[config.mk]
export PLATFORM = sky130hd
export DESIGN_NAME = vram_arbiter_flat
export DESIGN_NICKNAME = d
export VERILOG_FILES = /design/src/rtl/vram_arbiter_pkg.sv /design/src/rtl/vram_arbiter_if.sv /design/src/rtl/vram_arbiter_starve_monitor.sv /design/src/rtl/vram_arbiter.sv /design/src/flat_wrapper.sv
export SDC_FILE = /design/constraint.sdc
export NUM_CORES = 1
export LEC_CHECK = 0
export CAP_MARGIN = 40
export CORE_MARGIN = 4
export CORE_UTILIZATION = 35
export DETAILED_ROUTE_END_ITERATION = 16
export PLACE_DENSITY = 0.64
export SLEW_MARGIN = 20
export SYNTH_ARGS = -nofsm -noshare
export SYNTH_HDL_FRONTEND = slang
export SYNTH_SLANG_ARGS = --single-unit
[constraint.sdc]
create_clock -name clk -period 3.01 [get_ports clk]
set_input_delay 0.301 -clock clk [delete_from_list [all_inputs] [get_ports clk]]
set_output_delay 0.301 -clock clk [all_outputs]
set_load 0.01 [all_outputs]
[src/rtl/vram_arbiter_pkg.sv]
// vram_arbiter_pkg: shared widths, owner tag encodings and starvation default
// for the video RAM arbiter slice.
package vram_arbiter_pkg;
  localparam int VA_ADDR_W = 16;
  localparam int VA_DATA_W = 8;
  localparam int VA_MAX_WAIT = 1023;
  localparam logic [1:0] TAG_NONE = 2'd0;
  localparam logic [1:0] TAG_DISP = 2'd1;
  localparam logic [1:0] TAG_A = 2'd2;
  localparam logic [1:0] TAG_B = 2'd3;
endpackage

[src/rtl/vram_arbiter_if.sv]
// vram_arbiter_if: one client port of the video RAM arbiter.
// master: client side (drives req/we/addr/wdata, sees ack/rvalid/rdata/starve)
// slave:  arbiter side
interface vram_arbiter_if
  import vram_arbiter_pkg::*;
#(
  parameter int ADDR_W = VA_ADDR_W,
  parameter int DATA_W = VA_DATA_W
);
  logic req;
  logic we;
  logic [ADDR_W-1:0] addr;
  logic [DATA_W-1:0] wdata;
  logic ack;
  logic rvalid;
  logic [DATA_W-1:0] rdata;
  logic starve;
  modport master (output req, we, addr, wdata, input ack, rvalid, rdata, starve);
  modport slave (input req, we, addr, wdata, output ack, rvalid, rdata, starve);
endinterface

[src/rtl/vram_arbiter_starve_monitor.sv]
// vram_arbiter_starve_monitor: saturating per-client wait counter with a sticky
// starve flag.
// Ports: clk, rst (async, active-high); req/ack from the client handshake;
// frame clears the flag; starve is the sticky flag.
module vram_arbiter_starve_monitor
  import vram_arbiter_pkg::*;
#(
  parameter int MAX_WAIT = VA_MAX_WAIT
) (
  input  logic clk,
  input  logic rst,
  input  logic req,
  input  logic ack,
  input  logic frame,
  output logic starve
);
  logic [15:0] cnt;
  logic [15:0] cnt_nxt;
  logic set;
  always_comb begin
    cnt_nxt = (req && !ack) ? ((cnt == 16'hffff) ? cnt : cnt + 16'd1) : 16'd0;
    set = req && !ack && (cnt_nxt == 16'(MAX_WAIT));
  end
  // a set in the same cycle as a frame clear wins
  always_ff @(posedge clk or posedge rst)
    if (rst) begin
      cnt <= '0;
      starve <= 1'b0;
    end else begin
      cnt <= cnt_nxt;
      starve <= set || (starve && !frame);
    end
endmodule

[src/rtl/vram_arbiter.sv]
// vram_arbiter: single-port video RAM arbiter for display scan-out and two clients.
// Ports: clk, rst (async, active-high); data_enable/frame from the timing
// generator; disp_re/disp_addr -> disp_rvalid/disp_rdata display read path;
// a, b client interfaces (slave modport); ram_en/ram_we/ram_addr/ram_wdata
// registered RAM command; ram_rdata RAM data one cycle after ram_en.
module vram_arbiter
  import vram_arbiter_pkg::*;
#(
  parameter int ADDR_W = VA_ADDR_W,
  parameter int DATA_W = VA_DATA_W,
  parameter int PROTECT_ACTIVE = 1,
  parameter int MAX_WAIT = VA_MAX_WAIT
) (
  input  logic clk,
  input  logic rst,
  input  logic data_enable,
  input  logic frame,
  input  logic disp_re,
  input  logic [ADDR_W-1:0] disp_addr,
  output logic disp_rvalid,
  output logic [DATA_W-1:0] disp_rdata,
  vram_arbiter_if.slave a,
  vram_arbiter_if.slave b,
  output logic ram_en,
  output logic ram_we,
  output logic [ADDR_W-1:0] ram_addr,
  output logic [DATA_W-1:0] ram_wdata,
  input  logic [DATA_W-1:0] ram_rdata
);
  logic rr_a;
  logic el_a;
  logic el_b;
  logic g_a;
  logic g_b;
  logic [1:0] tag_cmd;
  logic [1:0] tag1;
  logic [1:0] tag2;
  logic [DATA_W-1:0] d_hold;
  logic [DATA_W-1:0] a_hold;
  logic [DATA_W-1:0] b_hold;
  // writes are held off during active video; reads are always eligible
  always_comb begin
    el_a = a.req && !(PROTECT_ACTIVE != 0 && a.we && data_enable);
    el_b = b.req && !(PROTECT_ACTIVE != 0 && b.we && data_enable);
    g_a = !disp_re && el_a && (rr_a || !el_b);
    g_b = !disp_re && el_b && !g_a;
    tag_cmd = disp_re ? TAG_DISP : (g_a && !a.we) ? TAG_A : (g_b && !b.we) ? TAG_B : TAG_NONE;
  end
  assign a.ack = g_a;
  assign b.ack = g_b;
  assign disp_rvalid = tag2 == TAG_DISP;
  assign a.rvalid = tag2 == TAG_A;
  assign b.rvalid = tag2 == TAG_B;
  // rdata follows the RAM during the valid pulse and holds the last word after
  assign disp_rdata = disp_rvalid ? ram_rdata : d_hold;
  assign a.rdata = a.rvalid ? ram_rdata : a_hold;
  assign b.rdata = b.rvalid ? ram_rdata : b_hold;
  always_ff @(posedge clk or posedge rst)
    if (rst) begin
      rr_a <= 1'b1;
      ram_en <= 1'b0;
      ram_we <= 1'b0;
      ram_addr <= '0;
      ram_wdata <= '0;
      tag1 <= TAG_NONE;
      tag2 <= TAG_NONE;
      d_hold <= '0;
      a_hold <= '0;
      b_hold <= '0;
    end else begin
      rr_a <= frame ? 1'b1 : g_a ? 1'b0 : g_b ? 1'b1 : rr_a;
      ram_en <= disp_re || g_a || g_b;
      ram_we <= g_a ? a.we : g_b && b.we;
      ram_addr <= disp_re ? disp_addr : g_a ? a.addr : b.addr;
      ram_wdata <= g_a ? a.wdata : b.wdata;
      tag1 <= tag_cmd;
      tag2 <= tag1;
      d_hold <= disp_rdata;
      a_hold <= a.rdata;
      b_hold <= b.rdata;
    end
  vram_arbiter_starve_monitor #(.MAX_WAIT(MAX_WAIT)) u_starve_a (
    .clk(clk), .rst(rst), .req(a.req), .ack(g_a), .frame(frame), .starve(a.starve)
  );
  vram_arbiter_starve_monitor #(.MAX_WAIT(MAX_WAIT)) u_starve_b (
    .clk(clk), .rst(rst), .req(b.req), .ack(g_b), .frame(frame), .starve(b.starve)
  );
endmodule
[src/flat_wrapper.sv]
// flat-port wrapper written by rule: the top's interface ports become plain ports
module vram_arbiter_flat import vram_arbiter_pkg::*;
#(
  parameter int ADDR_W = VA_ADDR_W,
  parameter int DATA_W = VA_DATA_W,
  parameter int PROTECT_ACTIVE = 1,
  parameter int MAX_WAIT = VA_MAX_WAIT
)
  (clk, rst, data_enable, frame, disp_re, disp_addr, disp_rvalid, disp_rdata, ram_en, ram_we, ram_addr, ram_wdata, ram_rdata, a_req, a_we, a_addr, a_wdata, a_ack, a_rvalid, a_rdata, a_starve, b_req, b_we, b_addr, b_wdata, b_ack, b_rvalid, b_rdata, b_starve);
  vram_arbiter_if #(.ADDR_W(ADDR_W), .DATA_W(DATA_W)) a_i ();
  vram_arbiter_if #(.ADDR_W(ADDR_W), .DATA_W(DATA_W)) b_i ();
  input  logic clk;
  input  logic rst;
  input  logic data_enable;
  input  logic frame;
  input  logic disp_re;
  input  logic [ADDR_W-1:0] disp_addr;
  output logic disp_rvalid;
  output logic [DATA_W-1:0] disp_rdata;
  output logic ram_en;
  output logic ram_we;
  output logic [ADDR_W-1:0] ram_addr;
  output logic [DATA_W-1:0] ram_wdata;
  input  logic [DATA_W-1:0] ram_rdata;
  input wire logic [$bits(a_i.req)-1:0] a_req;
  input wire logic [$bits(a_i.we)-1:0] a_we;
  input wire logic [$bits(a_i.addr)-1:0] a_addr;
  input wire logic [$bits(a_i.wdata)-1:0] a_wdata;
  output wire logic [$bits(a_i.ack)-1:0] a_ack;
  output wire logic [$bits(a_i.rvalid)-1:0] a_rvalid;
  output wire logic [$bits(a_i.rdata)-1:0] a_rdata;
  output wire logic [$bits(a_i.starve)-1:0] a_starve;
  input wire logic [$bits(b_i.req)-1:0] b_req;
  input wire logic [$bits(b_i.we)-1:0] b_we;
  input wire logic [$bits(b_i.addr)-1:0] b_addr;
  input wire logic [$bits(b_i.wdata)-1:0] b_wdata;
  output wire logic [$bits(b_i.ack)-1:0] b_ack;
  output wire logic [$bits(b_i.rvalid)-1:0] b_rvalid;
  output wire logic [$bits(b_i.rdata)-1:0] b_rdata;
  output wire logic [$bits(b_i.starve)-1:0] b_starve;
  assign a_i.req = a_req;
  assign a_i.we = a_we;
  assign a_i.addr = a_addr;
  assign a_i.wdata = a_wdata;
  assign a_ack = a_i.ack;
  assign a_rvalid = a_i.rvalid;
  assign a_rdata = a_i.rdata;
  assign a_starve = a_i.starve;
  assign b_i.req = b_req;
  assign b_i.we = b_we;
  assign b_i.addr = b_addr;
  assign b_i.wdata = b_wdata;
  assign b_ack = b_i.ack;
  assign b_rvalid = b_i.rvalid;
  assign b_rdata = b_i.rdata;
  assign b_starve = b_i.starve;
  vram_arbiter #(.ADDR_W(ADDR_W), .DATA_W(DATA_W), .PROTECT_ACTIVE(PROTECT_ACTIVE), .MAX_WAIT(MAX_WAIT)) u_core (.clk(clk), .rst(rst), .data_enable(data_enable), .frame(frame), .disp_re(disp_re), .disp_addr(disp_addr), .disp_rvalid(disp_rvalid), .disp_rdata(disp_rdata), .a(a_i), .b(b_i), .ram_en(ram_en), .ram_we(ram_we), .ram_addr(ram_addr), .ram_wdata(ram_wdata), .ram_rdata(ram_rdata));
endmodule
======== Word-level counts from Yosys, hierarchy flattened ========
Cells that the tools add are included.
W data, S select, Z words.
word-level totals
  register bits after elaboration ......... 89
  logic and storage cells ................. 72
operators by class
  $add $sub $neg .......................... 2
  equal/unequal tests ..................... 7
  mux-type cells .......................... 17
  reduce and logical (&&, ||, !) cells .... 32
operators with widths
  cell                     number
  $mux W16                 6
  $add A16 B1 Y16 const B  2
  $eq A16 B10 Y1 const B   2
  $eq A16 B16 Y1 const B   2
  $mux W8                  4
  $logic_and A1 B1 Y1      17
  $logic_not A1 Y1         9
  $mux W2                  3
  $logic_or A1 B1 Y1       5
  $eq A2 B2 Y1 const B     2
  $mux W1                  4
  $reduce_bool A3 Y1       1
  $eq A2 B1 Y1 const B     1

======== Logic depth before layout (Yosys ltp) ========
Gate-level depths: netlist of the first run.
  word-level depth ........................ 14
  mapped depth ............................ 8

======== Modules after synthesis ========
A second synthesis of the first run with hierarchy kept.
unflattened totals
  cells, all modules ...................... 428
  area, all modules ....................... 4,620.7 µm²
modules (own cells, without submodules)
  module                       instances  cells an instance  area an instance (µm²)  seq. area each (µm²)
  vram_arbiter                 1          188                2,431.1                 1,377.6
  vram_arbiter_starve_monitor  2          120                1,094.8                 425.4

======== Worst setup path after synthesis of the first run ========
No wires, ideal clock.
  path type ............................... reg-to-reg
  from .................................... register u_core.u_starve_b.cnt[0]
  to ...................................... register u_core.u_starve_b.starve
  data arrival time ....................... 1.900 ns
  required time ........................... 2.918 ns
  path slack .............................. 1.018 ns
  stages on the path, launching flop included .. 8
  buffers on the path ..................... 0
  clock period less this slack ............ 1.992 ns
  cell sequence ........................... dfrtp_1 ha_1 nand4_1 nor4_4 nor3b_2 xnor2_1 or4_1 o31ai_2
between the ends
  cells in the longest elaborated chain, start to end .. 6
RTL lines
  item                                               line                               source
  from (decl)                                        vram_arbiter_starve_monitor.sv:17  logic [15:0] cnt;
  from (signal assigned)                             vram_arbiter_starve_monitor.sv:30  cnt <= cnt_nxt;
  $add A16 B1 Y16 or $eq A16 B16 Y1 (tied branches)  vram_arbiter_starve_monitor.sv:21  cnt_nxt = (req && !ack) ? ((cnt == 16'hffff) ? cnt : cnt + 16'd1) : 16'd0;
  $mux W16 (*) (2 in a row)                          vram_arbiter_starve_monitor.sv:21
  $eq A16 B10 Y1 (*)                                 vram_arbiter_starve_monitor.sv:22  set = req && !ack && (cnt_nxt == 16'(MAX_WAIT));
  $logic_and A1 B1 Y1 (*)                            vram_arbiter_starve_monitor.sv:22
  $logic_or A1 B1 Y1 (*)                             vram_arbiter_starve_monitor.sv:31  starve <= set || (starve && !frame);
  to (signal assigned)                               vram_arbiter_starve_monitor.sv:31
  to (decl)                                          vram_arbiter_starve_monitor.sv:15  output logic starve
Mark *: on every way between the ends. The rest lies on a longest branch, timed or not.
A chain may end at the register's enable or synchronous reset.

======== Final worst setup path of the first run ========
  from .................................... input b_req
  to ...................................... output b_ack
between the ends
  cells in the longest elaborated chain, start to end .. 6
RTL lines
  item                     line                source
  from (decl)              flat_wrapper.sv:33  input wire logic [$bits(b_i.req)-1:0] b_req;
  $logic_and A1 B1 Y1 (*)  vram_arbiter.sv:44  el_b = b.req && !(PROTECT_ACTIVE != 0 && b.we && data_enable);
  $logic_not A1 Y1         vram_arbiter.sv:45  g_a = !disp_re && el_a && (rr_a || !el_b);
  $logic_or A1 B1 Y1       vram_arbiter.sv:45
  $logic_and A1 B1 Y1      vram_arbiter.sv:45
  $logic_not A1 Y1         vram_arbiter.sv:46  g_b = !disp_re && el_b && !g_a;
  $logic_and A1 B1 Y1 (*)  vram_arbiter.sv:46
  to (decl)                flat_wrapper.sv:37  output wire logic [$bits(b_i.ack)-1:0] b_ack;
Marked as above.

==> results of run 1 <==
cell usage in the layout (no fill, tap or decap), types with 3 or more instances in the layout:
master	n
clkbuf_16	9
a22oi_1	17
nand3_1	13
nor4_1	4
clkinv_4	3
nand4_1	10
o31ai_1	5
a31oi_1	5
nand2b_1	4
nor2_1	31
buf_4	11
clkdlybuf4s50_1	137
xor2_1	7
or4_1	3
o211ai_1	5
nor3_1	7
mux2_2	24
mux2i_1	6
o21ai_0	9
inv_1	10
a21oi_1	6
a211oi_1	4
or3_1	5
nand2_1	68
xnor2_1	6
dfrtp_1	88
metal layers:
| metal | share of wire (%) | wire (um) |
|---|---|---|
| met1 | 39 | 3985 |
| met2 | 53 | 5386 |
| met3 | 6.4 | 650 |
| met4 | 1.2 | 123 |
| met5 | 0 | 0 |
cell type report:
class | instances | area (um2) | area share [%]
timing repair buffer | 149 | 1474 | 24.58
tap | 143 | 178.9 | 2.984
inverter | 13 | 50.05 | 0.8347
sequential | 89 | 2228 | 37.17
clock inverter | 7 | 102.6 | 1.711
clock buffer | 9 | 225.2 | 3.756
multi-input combinational | 269 | 1737 | 28.97
cells in the mapped netlist (all sizes together), types with 2 or more instances:
cell,count
clkbuf,12
a31oi,5
a211oi,4
o21ai,9
dfrtp,88
inv,12
nand2,68
buf,3
nor4,7
mux2i,6
or2,2
mux2,24
or4,3
nand2b,4
nor3,7
xor2,7
o31ai,6
nand3,13
nand3b,2
and3,2
nor4b,2
or3,5
o211ai,5
nand4b,2
a21oi,6
nor2,31
ha,2
nand4,12
xnor2,6
a22oi,17
cells by family after synthesis:
family | after synthesis
buffers and inverters | 28
adders and majority gates | 2
xor gates and xnor gates | 13
DFF | 89
AOI/OAI and AO/OA | 60
muxes | 30
and+or+nand+nor | 164
power by group through the flow:
stage | Clock, mW | Combinational (mW) | Sequential, mW
floorplan | 0 | 0.240 | 1.38
global placement | 0 | 0.643 | 1.36
detailed placement | 0 | 0.652 | 1.37
CTS | 1.25 | 0.655 | 1.35
global route | 1.29 | 0.696 | 1.36
finish | 1.21 | 0.641 | 1.35
stage by stage:
step                cell area, um2  total power [mW]  std cells  setup slack, ns
floorplan                     4078             1.618        386           0.4037
global placement              5660             2.007        662           0.2916
detailed placement            5668             2.023        663           0.2778
CTS                           5996             3.250        679           0.2788
global route                  5996             3.343        679          0.06069
finish                        5996             3.194        679           0.2991
state kept, by name, summed over array words and instances (netlist names):
name,cells
u_core.u_starve_a.cnt,16
u_core.ram_en,1
u_core.ram_we,1
u_core.b_hold,8
u_core.rr_a,1
u_core.tag1,2
u_core.tag2,2
u_core.u_starve_a.starve,1
u_core.u_starve_b.starve,1
u_core.d_hold,8
u_core.ram_addr,16
u_core.ram_wdata,8
u_core.u_starve_b.cnt,16
u_core.a_hold,8
path summary, 6_finish.rpt:
path	depth (start not counted)	endpoint
min reg2reg	0	u_core.tag2[0]
max reg2reg	7	u_core.u_starve_b.starve
min in group clk	0	u_core.tag2[0]
max in group asynchronous	3	u_core.rr_a
max	7	b_ack
min	2	u_core.b_hold[0]
==> impl_metrics.json, run 1 <==
{
  "synth_edf_count": 0,
  "synth_xor_area_share_pct": 2.792,
  "synthCells": 386,
  "cts_inserted_buffers": 9,
  "critPathArrivalTime_ns": 2.41,
  "synth_area_leaders": "dfrtp_1, mux2_2, nand2_1",
  "setup_tns_ns": 0,
  "fin_skew_ns": 0.006244,
  "cts_resized": 0,
  "async_flop_share_pct": 100.0,
  "fmax_ghz": 0.3689,
  "rows": 39,
  "startpoint": "b_req",
  "synth.largest_area_cell": "dfrtp_1",
  "powerDensity_nw_per_um2": 532.8,
  "rsz0062_at_grt": "no",
  "synth_area_per_cell_um2": 10.56,
  "synthToLayoutAreaGrowth_pct": 47.04,
  "clockPowerShare_pct": 37.8,
  "die_w_um": 115.9,
  "switching_share_pct": 23.97,
  "holdBufCountCts": 0,
  "max_slew.worst_pin.slew_ns": 0.7421,
  "crit_buf_inv": 4,
  "drc_errors": 0,
  "antenna_found_initial": 0,
  "met2_usage_pct": 26.70,
  "final-max-slew-violation-count": 0,
  "critPathTopFamily": "buffers and inverters",
  "vias": 3383,
  "grt_pass1_vias": 3417,
  "status": "finished clean",
  "busiest_layer": "met2",
  "synth_fp_nets": 469,
  "htree_levels": 3,
  "vias_per_cell": 4.982,
  "crit_path_max_fanout": 4,
  "grt_max_degree": 43,
  "die_area_um2": 13440,
  "ios": 138,
  "met3_usage_pct": 4.909,
  "drive_above_1_share_pct": 12.13,
  "drt_first_pass_iters": 4,
  "cts.sinks": 89,
  "ys_seq_area_share_pct": 54.65,
  "cts_max_path_buffers": 2,
  "period_needed_ns": 2.711,
  "leakagePower_nw": 2.506,
  "die_h_um": 115.9,
  "wl_mm": 10.15,
  "overflow": 0,
  "insertion_delay_ns": 0.34,
  "hold_violations": 0,
  "path_class": "in2out",
  "ant_nets": 0,
  "period_share_pct": 90.06,
  "start_util_pct": 35.71,
  "crit_path_end_kind": "primary output",
  "root_buffer": "clkbuf_16",
  "final_nets": 614,
  "portBuffers": 137,
  "ys_ff_latch": 89,
  "syn_area_um2": 4078,
  "slowest_stage": "clkdlybuf4s50_1",
  "r2r-start": "u_core.u_starve_b.cnt[0]",
  "cp.required_ns": 2.71,
  "drt_iter0_drc": 184,
  "synth_flop_cell": "dfrtp_1",
  "r2r_slack_ns": 0.39,
  "synth_top_area_share_pct": 54.00,
  "critPathMostFrequentCell": "clkdlybuf4s50_1",
  "synthMuxAreaShare_pct": 8.101,
  "relSlewSlack_pct": 50.15,
  "p_comb_share_pct": 20.1,
  "p_seq_share_pct": 42.2,
  "min_path_type": "in2async",
  "setup_viol": 0,
  "max_stage_delay_ns": 0.56,
  "gp_congestion": 0.8624,
  "fin_util_pct": 52.51,
  "holdWs_ns": 0.3566,
  "yosys.cell_types.count": 52,
  "cts_tree": "done",
  "start_kind": "input port",
  "synthSimpleGateAreaFrac_pct": 20.80,
  "synth_top_family_by_area": "simple AND/OR/NAND/NOR gates",
  "met1_usage_pct": 18.18,
  "diodes": 0,
  "yosys.area_share.adder_pct": 0.6137,
  "maxCapViolations": 0,
  "grt_pass1_wl_mm": 16.47,
  "clk_pin_slew_ns": 0.07,
  "p_switching_mw": 0.7656,
  "yosys_warnings": 0,
  "p_int_mw": 2.429,
  "cts_setup_buffers": 0,
  "floorplan.core_area_um2": 11420,
  "synth_compound_area_share_pct": 10.28,
  "vdd_drop_max_uv": 354.2,
  "fillers": 1047,
  "post_drt_wl_per_cell_um": 14.94,
  "track_usage_pct": 15.36,
  "dp_hpwl_mm": 7.819,
  "crit_chain": "clkdlybuf4s50_1, a21bo_2, o211ai_1, clkinv_1, or3_1, inv_1, clkdlybuf4s50_1"
}
No activity file was read; power rests on OpenSTA's default activity.
==> run 2, diff against run 1 <==
--- a/config.mk
+++ b/config.mk
@@ -10,7 +10,6 @@
 export CORE_UTILIZATION = 35
 export DETAILED_ROUTE_END_ITERATION = 16
 export PLACE_DENSITY = 0.64
-export SLEW_MARGIN = 20
 export SYNTH_ARGS = -nofsm -noshare
 export SYNTH_HDL_FRONTEND = slang
 export SYNTH_SLANG_ARGS = --single-unit
==> results of run 2 <==
Same layout as run 1: the final DEF is identical, and so are final timing and power.
==> run 3, diff against run 2 <==
--- a/config.mk
+++ b/config.mk
@@ -5,7 +5,6 @@
 export SDC_FILE = /design/constraint.sdc
 export NUM_CORES = 1
 export LEC_CHECK = 0
-export CAP_MARGIN = 40
 export CORE_MARGIN = 4
 export CORE_UTILIZATION = 35
 export DETAILED_ROUTE_END_ITERATION = 16
==> run 3 against run 2 <==
Non-clock buffer count fell by 1. Clock power is 7% lower. Sequential share of layout area grew 0.23 points. Register-to-register slack hardly changed. Fmax about the same. Sequential power barely moved. Highest routed layer unchanged. First-iteration DRC count decreased by 13%. Flip-flop and latch count is the same. Worst setup slack gained 0.0023 ns.
==> impl_metrics.json, run 3 (synthesis gave the netlist of run 1 again) <==
{
  "status": "finished clean",
  "reg_top3": "u_core.ram_addr (16), u_core.u_starve_a.cnt (16), u_core.u_starve_b.cnt (16)",
  "synthToLayoutAreaGrowth_pct": 46.15,
  "htree_levels": 3,
  "crit_path_end_kind": "primary output",
  "whs_path_depth": 0,
  "cp.depth": 7,
  "setup_viol": 0,
  "start_kind": "input port",
  "vdd_drop_max_uv": 369.5,
  "reg2regPathDepth": 7,
  "clk_pin_slew_ns": 0.06,
  "antenna_found_initial": 0,
  "drive_above_1_share_pct": 11.59,
  "vias_per_cell": 5.034,
  "die_h_um": 115.9,
  "critPathArrivalTime_ns": 2.41,
  "fin_ws_ns": 0.3014,
  "cp.required_ns": 2.71,
  "ios": 138,
  "period_needed_ns": 2.709,
  "crit_chain": "clkdlybuf4s50_1, a21bo_2, o211ai_1, clkinv_1, or3_1, inv_1, clkdlybuf4s50_1",
  "relSlewSlack_pct": 31.82,
  "start_util_pct": 35.71,
  "rows": 39,
  "grt_max_degree": 43,
  "die_area_um2": 13440,
  "crit_buf_inv": 4,
  "layout_commonest_cell": "clkdlybuf4s50_1",
  "cts.sinks": 89,
  "overflow": 0,
  "r2r_slack_ns": 0.39,
  "die_w_um": 115.9,
  "placed_area_um2": 5660,
  "dp_hpwl_mm": 7.778,
  "max_slew.worst_pin.slew_ns": 1.019,
  "critPathMostFrequentCell": "clkdlybuf4s50_1",
  "wl_mm": 10.25,
  "cts_max_path_buffers": 2,
  "cts_inserted_buffers": 9,
  "fin_skew_ns": 0.006383,
  "portBuffers": 137,
  "critPathTopFamily": "buffers and inverters",
  "grt_pass1_wl_mm": 16.22,
  "powerDensity_nw_per_um2": 521.2,
  "root_buffer": "clkbuf_16",
  "floorplan.core_area_um2": 11420,
  "cts_tree": "done",
  "hold_violations": 0,
  "drt_first_pass_iters": 6,
  "slowest_stage": "clkdlybuf4s50_1",
  "fin_util_pct": 52.19,
  "holdBufCountCts": 0,
  "final-max-slew-violation-count": 0,
  "max_stage_delay_ns": 0.56,
  "insertion_delay_ns": 0.34,
  "diodes": 0,
  "track_usage_pct": 15.16,
  "path_class": "in2out",
  "power_mw": 3.106,
  "cts_resized": 0,
  "drc_errors": 0,
  "cts_setup_buffers": 0,
  "most-common-layout-cells": "clkdlybuf4s50_1, dfrtp_1, nand2_1, nor2_1, mux2_2",
  "final_nets": 613,
  "min_path_type": "reg2reg",
  "final_cell_area_um2": 5959,
  "gp_congestion": 0.8624,
  "drt_iter0_drc": 161,
  "ant_nets": 0,
  "vias": 3413,
  "grt_pass1_vias": 3414,
  "maxCapViolations": 0,
  "fmax_ghz": 0.3692,
  "leakagePower_nw": 2.479,
  "pre_cts_ws_ns": 0.2186,
  "crit_path_max_fanout": 4,
  "setup_tns_ns": 0,
  "rsz0062_at_grt": "no",
  "post_drt_wl_per_cell_um": 15.12,
  "period_share_pct": 89.99
}
==> run 3: path summary, 6_finish.rpt <==
path | start | endpoint
max | b_req | b_ack
min | u_core.tag1[0] | u_core.tag2[0]
max reg2reg | u_core.u_starve_b.cnt[0] | u_core.u_starve_b.starve
min reg2reg | u_core.tag1[0] | u_core.tag2[0]
max in group asynchronous | rst | u_core.rr_a
min in group asynchronous | rst | u_core.ram_addr[8]
==> run 3: power by group <==
group	internal (mW)	leakage (nW)	switching (mW)	total, mW
sequential	1.31	1.12	0.0362	1.35
clock	0.666	0.135	0.450	1.12
combinational	0.382	1.22	0.260	0.641
total	2.36	2.48	0.746	3.11
==> run 3: layer usage <==
metal	global-route usage, %	part of all wire [%]	wire, um	up-vias
met5	0	0	0	-
met3	5.013	6.3	647	12
met1	17.44	40	4080	1646
li1	-	-	-	1659
met4	4.408	1.5	150	0
met2	26.89	52	5371	96
==> run 3: cell type report <==
type	instances	area, um2
timing repair buffer	148	1466
sequential	89	2228
clock inverter	4	52.55
multi-input combinational	269	1737
fill	1057	5459
inverter	13	50.05
clock buffer	12	246.5
tap	143	178.9
==> run 3: through the flow <==
step           hold slack (ns)  cells
2_1_floorplan           0.3312    386
6_report                0.3524    678
3_3_place_gp            0.3426    662
4_1_cts                 0.3571    678
5_1_grt                 0.3689    678
3_5_place_dp            0.3463    662
==> run 3: worst register-to-register path, stage by stage (launching register included) <==
cell     delay [ns]
dfrtp_1        0.43
ha_1           0.25
nand4_1        0.19
nor4_4         0.70
nor3b_2        0.12
xnor2_1        0.18
or4_1          0.49
o31ai_2        0.17
==> edit 1 (flow settings as in run 1) <==
Change the package constant `VA_ADDR_W` from 16 to 14.
--- a/src/rtl/vram_arbiter_pkg.sv
+++ b/src/rtl/vram_arbiter_pkg.sv
@@ -1,7 +1,7 @@
 // vram_arbiter_pkg: shared widths, owner tag encodings and starvation default
 // for the video RAM arbiter slice.
 package vram_arbiter_pkg;
-  localparam int VA_ADDR_W = 16;
+  localparam int VA_ADDR_W = 14;
   localparam int VA_DATA_W = 8;
   localparam int VA_MAX_WAIT = 1023;
   localparam logic [1:0] TAG_NONE = 2'd0;
Ports: changed (resized a_addr, b_addr, disp_addr and ram_addr); port bits go from 138 to 130. No check against the original RTL was run, so the function may have changed too.
==> edit 1 against run 1 <==
  * Largest power group unchanged
  * Combinational power down 0.8%
  * Sequential cell count shrank 2
  * Cell area fell by 0.58%
  * Highest routed layer unchanged
  * Non-clock buffer count fell by 8
  * Clock skew barely moved
  * Total power fell by 6.0%
  * Core utilization down 0.97 points
  * Hold slack lost 0.011 ns
  * Count of clock-buffer cells in the layout is the same
  * Area after synthesis rose by 2.6%
  * Setup slack better by 0.025 ns
  * Sequential share of layout area down 0.62 points
  * Routed wire length increased by 13%
  * Register-to-register slack better by 0.19 ns
==> edit 1: results (changes against run 1) <==
status=complete, no violations; VDD IR max=0.000218 V (-38%); met2 Track Usage GR=26.0% (-0.69 points); synth top area cells=dfrtp_1 (51%), mux2_2 (7.0%), nand2_1 (3.8%); DRT iter0 DRCs=318 (+73%); DR top layer=met4; crit path max fanout=6 (+2); GR Util met1=21.8% (+3.6 points); gpl congestion=0.854 (-0.94%); library cells used by synthesis=57 (+9.6%); htree depth=3 (unchanged); DR WL met2=5280 um (-2.0%); largest net degree at the start of global routing=53 (+23%); antenna cell count=0 (unchanged); Placed Cells=668 (+0.75%); initial antenna violation count=0 (unchanged); TritonCTS buffer count=9 (unchanged); top flop regs=u_core.u_starve_a.cnt (16), u_core.u_starve_b.cnt (16), u_core.ram_addr (14); adder-cell area share of the yosys netlist=0.598% (-0.015 points); Setup WS pre-CTS=0.284 ns (+0.00579 ns); post-synthesis xor/xnor area fraction=1.88% (-0.91 points); met3 WL post-DR=714 um (+9.8%); Placement Cell Area=5680 um^2 (+0.20%); M1 wire length=5190 um (+30%); layout cell share with drive strength beyond 1=11.6% (-0.48 points); port bufs=129 (-5.8%); compound-gate portion of the synthesized area=13.9% (+3.7 points); Root Buffer=clkbuf_16; TritonRoute pass-1 iters=5 (+1); via count of the routed design=3,661 (+8.2%); Max-slew headroom=55.2% (+5.1 points); Worst Skew=0.00584 ns (-0.000400 ns); Ys Warns=0 (unchanged); GRT Total Usage=16.6% (+1.2 points); Seq/Total Area, Yosys=52.1% (-2.6 points); Mapped Nets=480 (+2.3%); mux cell area share after synthesis=7.96% (-0.14 points); Avg Synthesized Cell Area=10.4 um^2 (-1.7%); final wirelength=11,500 um (+13%); PostCTS Resize Cnt=0 (unchanged); commonest cells in the netlist=dfrtp_1 (86), nand2_1 (42), nor2_1 (27); HPWL after DPL=8450 um (+8.0%); clk slew on worst S/H paths=0.06 ns; DR WL/cell=16.8 um (+12%); NumNets Final=613 (-0.16%); Leakage Power=2.45 nW (-2.4%); first-pass GRT wire length=18,800 um (+14%); Longest Clk Path Bufs=2 (unchanged); worst skew pair latency=0.34 ns (about the same); CP arrival=2.38 ns (-0.03 ns); grt met3 use=5.10% (+0.19 points); Synth async-reset ratio=100% (unchanged); vias in the first global route=3,627 (+6.1%)
-- edit 1: cell count changes after synthesis, sizes merged, moves of 4 or more --
cell,change
and3,+16
a221o,+14
a21oi,+6
nand2,-26
a22oi,-17
xor2,-4
nor2,-4
inv,+4
nor3,+7
-- edit 1: where the power goes --
group | switching [mW] | internal (mW) | total, mW
combinational | 0.257 | 0.379 | 0.636
sequential | 0.0349 | 1.28 | 1.32
clock | 0.483 | 0.566 | 1.05
-- edit 1: logic make-up (layout without fill, tap and decap cells) --
| kind of cell | Yosys count | in the layout |
|---|---|---|
| AO/OA/AOI/OAI | 77 | 77 |
| AND/OR/NAND/NOR | 163 | 163 |
| XOR/XNOR | 9 | 9 |
| multiplexers | 30 | 30 |
| adder cells (fa/ha/maj) | 2 | 2 |
| buffers and inverters | 35 | 173 |
| flip-flops | 87 | 87 |
-- edit 1: final timing paths --
kind | startpoint | end | slack [ns] | cells past startpoint
max in group asynchronous | rst | u_core.rr_a | 1.93 | 3
min reg2reg | u_core.tag1[0] | u_core.tag2[0] | 0.35 | 0
min in group clk | u_core.tag1[0] | u_core.tag2[0] | 0.35 | 0
max | b_req | a_ack | 0.32 | 5
max reg2reg | u_core.u_starve_a.cnt[0] | u_core.u_starve_a.starve | 0.58 | 7
min | rst | u_core.a_hold[1] | 0.35 | 2
-- edit 1: final cells by class --
type                            count  area (um^2)
Fill cell                        1058         5600
Tap cell                          143          179
Clock buffer                        9          225
Inverter                           16         61.3
Multi-Input combinational cell    281         1870
Timing Repair Buffer              141         1390
Clock inverter                      7         56.3
Sequential cell                    87         2180
-- edit 1: critical path, cell delays in order --
cell             delay (ns)
clkdlybuf4s50_1        0.62
a21bo_2                0.27
o211ai_1               0.48
inv_1                  0.19
clkdlybuf4s50_1        0.52
==> edit 2 (settings of run 1) <==
Made on the original files. Make the reset (`rst`) synchronous in 2 clocked blocks. Comments in the files are not updated.
--- a/src/rtl/vram_arbiter_starve_monitor.sv
+++ b/src/rtl/vram_arbiter_starve_monitor.sv
@@ -22,7 +22,7 @@
     set = req && !ack && (cnt_nxt == 16'(MAX_WAIT));
   end
   // a set in the same cycle as a frame clear wins
-  always_ff @(posedge clk or posedge rst)
+  always_ff @(posedge clk)
     if (rst) begin
       cnt <= '0;
       starve <= 1'b0;
--- a/src/rtl/vram_arbiter.sv
+++ b/src/rtl/vram_arbiter.sv
@@ -55,7 +55,7 @@
   assign disp_rdata = disp_rvalid ? ram_rdata : d_hold;
   assign a.rdata = a.rvalid ? ram_rdata : a_hold;
   assign b.rdata = b.rvalid ? ram_rdata : b_hold;
-  always_ff @(posedge clk or posedge rst)
+  always_ff @(posedge clk)
     if (rst) begin
       rr_a <= 1'b1;
       ram_en <= 1'b0;
Behaviour: differs if rst is asserted again (counterexample within 4 cycles, from zero or initial values and one cycle with rst high); with rst held inactive, the same outputs for 10 cycles.
==> edit 2 against run 1 <==
  * Area after synthesis rose by 0.80%
  * Sequential cell count did not move
  * Largest power group unchanged
  * Setup slack improved by 0.28 ns
  * Sequential share of layout area fell by 7.0 points
  * Cell area fell by 1.4%
  * Total power fell by 15%
  * Global-route usage rose by 0.71 points
  * Routed wire length rose by 8.8%
  * Combinational power fell by 47%
==> edit 2: results (changes against run 1) <==
postcts setup bufs=0 (unchanged); HPWL after DPL=8170 um (+4.5%); mux cell area share after synthesis=12.9% (+4.8 points); Reg2Reg Setup Slack=0.77 ns (+0.38 ns); compound-gate portion of the synthesized area=9.62% (-0.66 points); CP arrival=2.13 ns (-0.28 ns); worst r2r dst=u_core.u_starve_a.starve; vias in the first global route=3,636 (+6.4%); VDD IR max=0.000293 V (-17%); post-synthesis xor/xnor area fraction=2.77% (-0.022 points); NumNets Final=687 (+12%); Comb power frac=12.5% (-7.6 points); status=complete, no violations; Switch Pwr=0.648 mW (-15%); synth top area cells=dfxtp_1 (43%), nor2_1 (6.9%), mux2_2 (6.8%); Placed Cells=736 (+11%); via/cell ratio=4.99 (+0.25%); crit path max fanout=5 (+1); DR WL/cell=14.7 um (-1.7%); Worst Skew=0.00986 ns (+0.00362 ns); Seq power=1.22 mW (-9.6%); Synth async-reset ratio=0% (-100 points); ys flop type=dfxtp_1; via count of the routed design=3,756 (+11%); Mapped Nets=557 (+19%); cell count after synthesis=474 (+23%); Seq/Total Area, Yosys=43.3% (-11 points); largest net degree at the start of global routing=33 (-23%); GRT Total Usage=16.1% (+0.71 points); Hold WC Path Type=register to register; Final Hold Slack=0.441 ns (+0.0840 ns); adder-cell area share of the yosys netlist=0.609% (-0.0049 points); layout cell share with drive strength beyond 1=10.0% (-2.1 points); gpl congestion=0.858 (-0.50%); first-pass GRT wire length=17,400 um (+5.8%); Leakage Power=2.32 nW (-7.6%); DRT iter0 DRCs=189 (+2.7%); commonest cells in the netlist=dfxtp_1 (89), nor2_1 (76), nand2_1 (48); Max-slew headroom=61.8% (+12 points); Layout fillers=1,073 (+2.5%); reg2reg start=u_core.u_starve_a.cnt[0]; P_int=2.08 mW (-15%)
## edit 2: worst max-delay path, cell delays in order
cell and delay [ns]:
clkdlybuf4s50_1 0.52, a21bo_2 0.27, o211ai_1 0.21, inv_1 0.09
nor3_1 0.16, clkdlybuf4s50_1 0.58
## edit 2: worst max path at each step
stage	start	endpoint	slack, ns	depth (start not counted)
after floorplan	u_core.u_starve_a.cnt[0]	u_core.u_starve_a.starve	1.10	8
after global placement	b_req	u_core.u_starve_a.starve	0.53	8
after detailed placement	b_req	u_core.u_starve_a.starve	0.43	8
after CTS	b_req	b_ack	0.55	6
after global routing	b_req	b_ack	0.42	6
final	b_req	b_ack	0.58	6
## edit 2: cells by family after synthesis
kind of cell | after synthesis
simple gates | 221
flops | 89
compound gates | 67
mux | 50
buf+inv | 32
xor+xnor | 13
fa+ha+maj | 2
## edit 2: area by class of cell
type / instances / area [um^2] / share of cell area [%]
timing repair buffer: 145 / 1430 / 24.1
inverter: 6 / 22.5 / 0.381
clock inverter: 7 / 83.8 / 1.42
sequential: 89 / 1780 / 30.1
multi-input combinational: 353 / 2200 / 37.1
clock buffer: 9 / 225 / 3.81
tap: 143 / 179 / 3.03
## edit 2: metal layers
| layer | GRT usage [%] | part of all wire (%) |
|---|---|---|
| met1 | 20.1 | 42 |
| met2 | 27.0 | 49 |
| met3 | 5.08 | 7.9 |
| met4 | 3.87 | 0.72 |
| met5 | 0 | 0 |
## edit 2: through the flow
stage / instance area, um^2 / setup WS [ns]
after floorplan: 4110 / 1.10
after global placement: 5610 / 0.529
after detailed placement: 5610 / 0.429
after CTS: 5910 / 0.553
after global routing: 5910 / 0.415
final: 5910 / 0.578
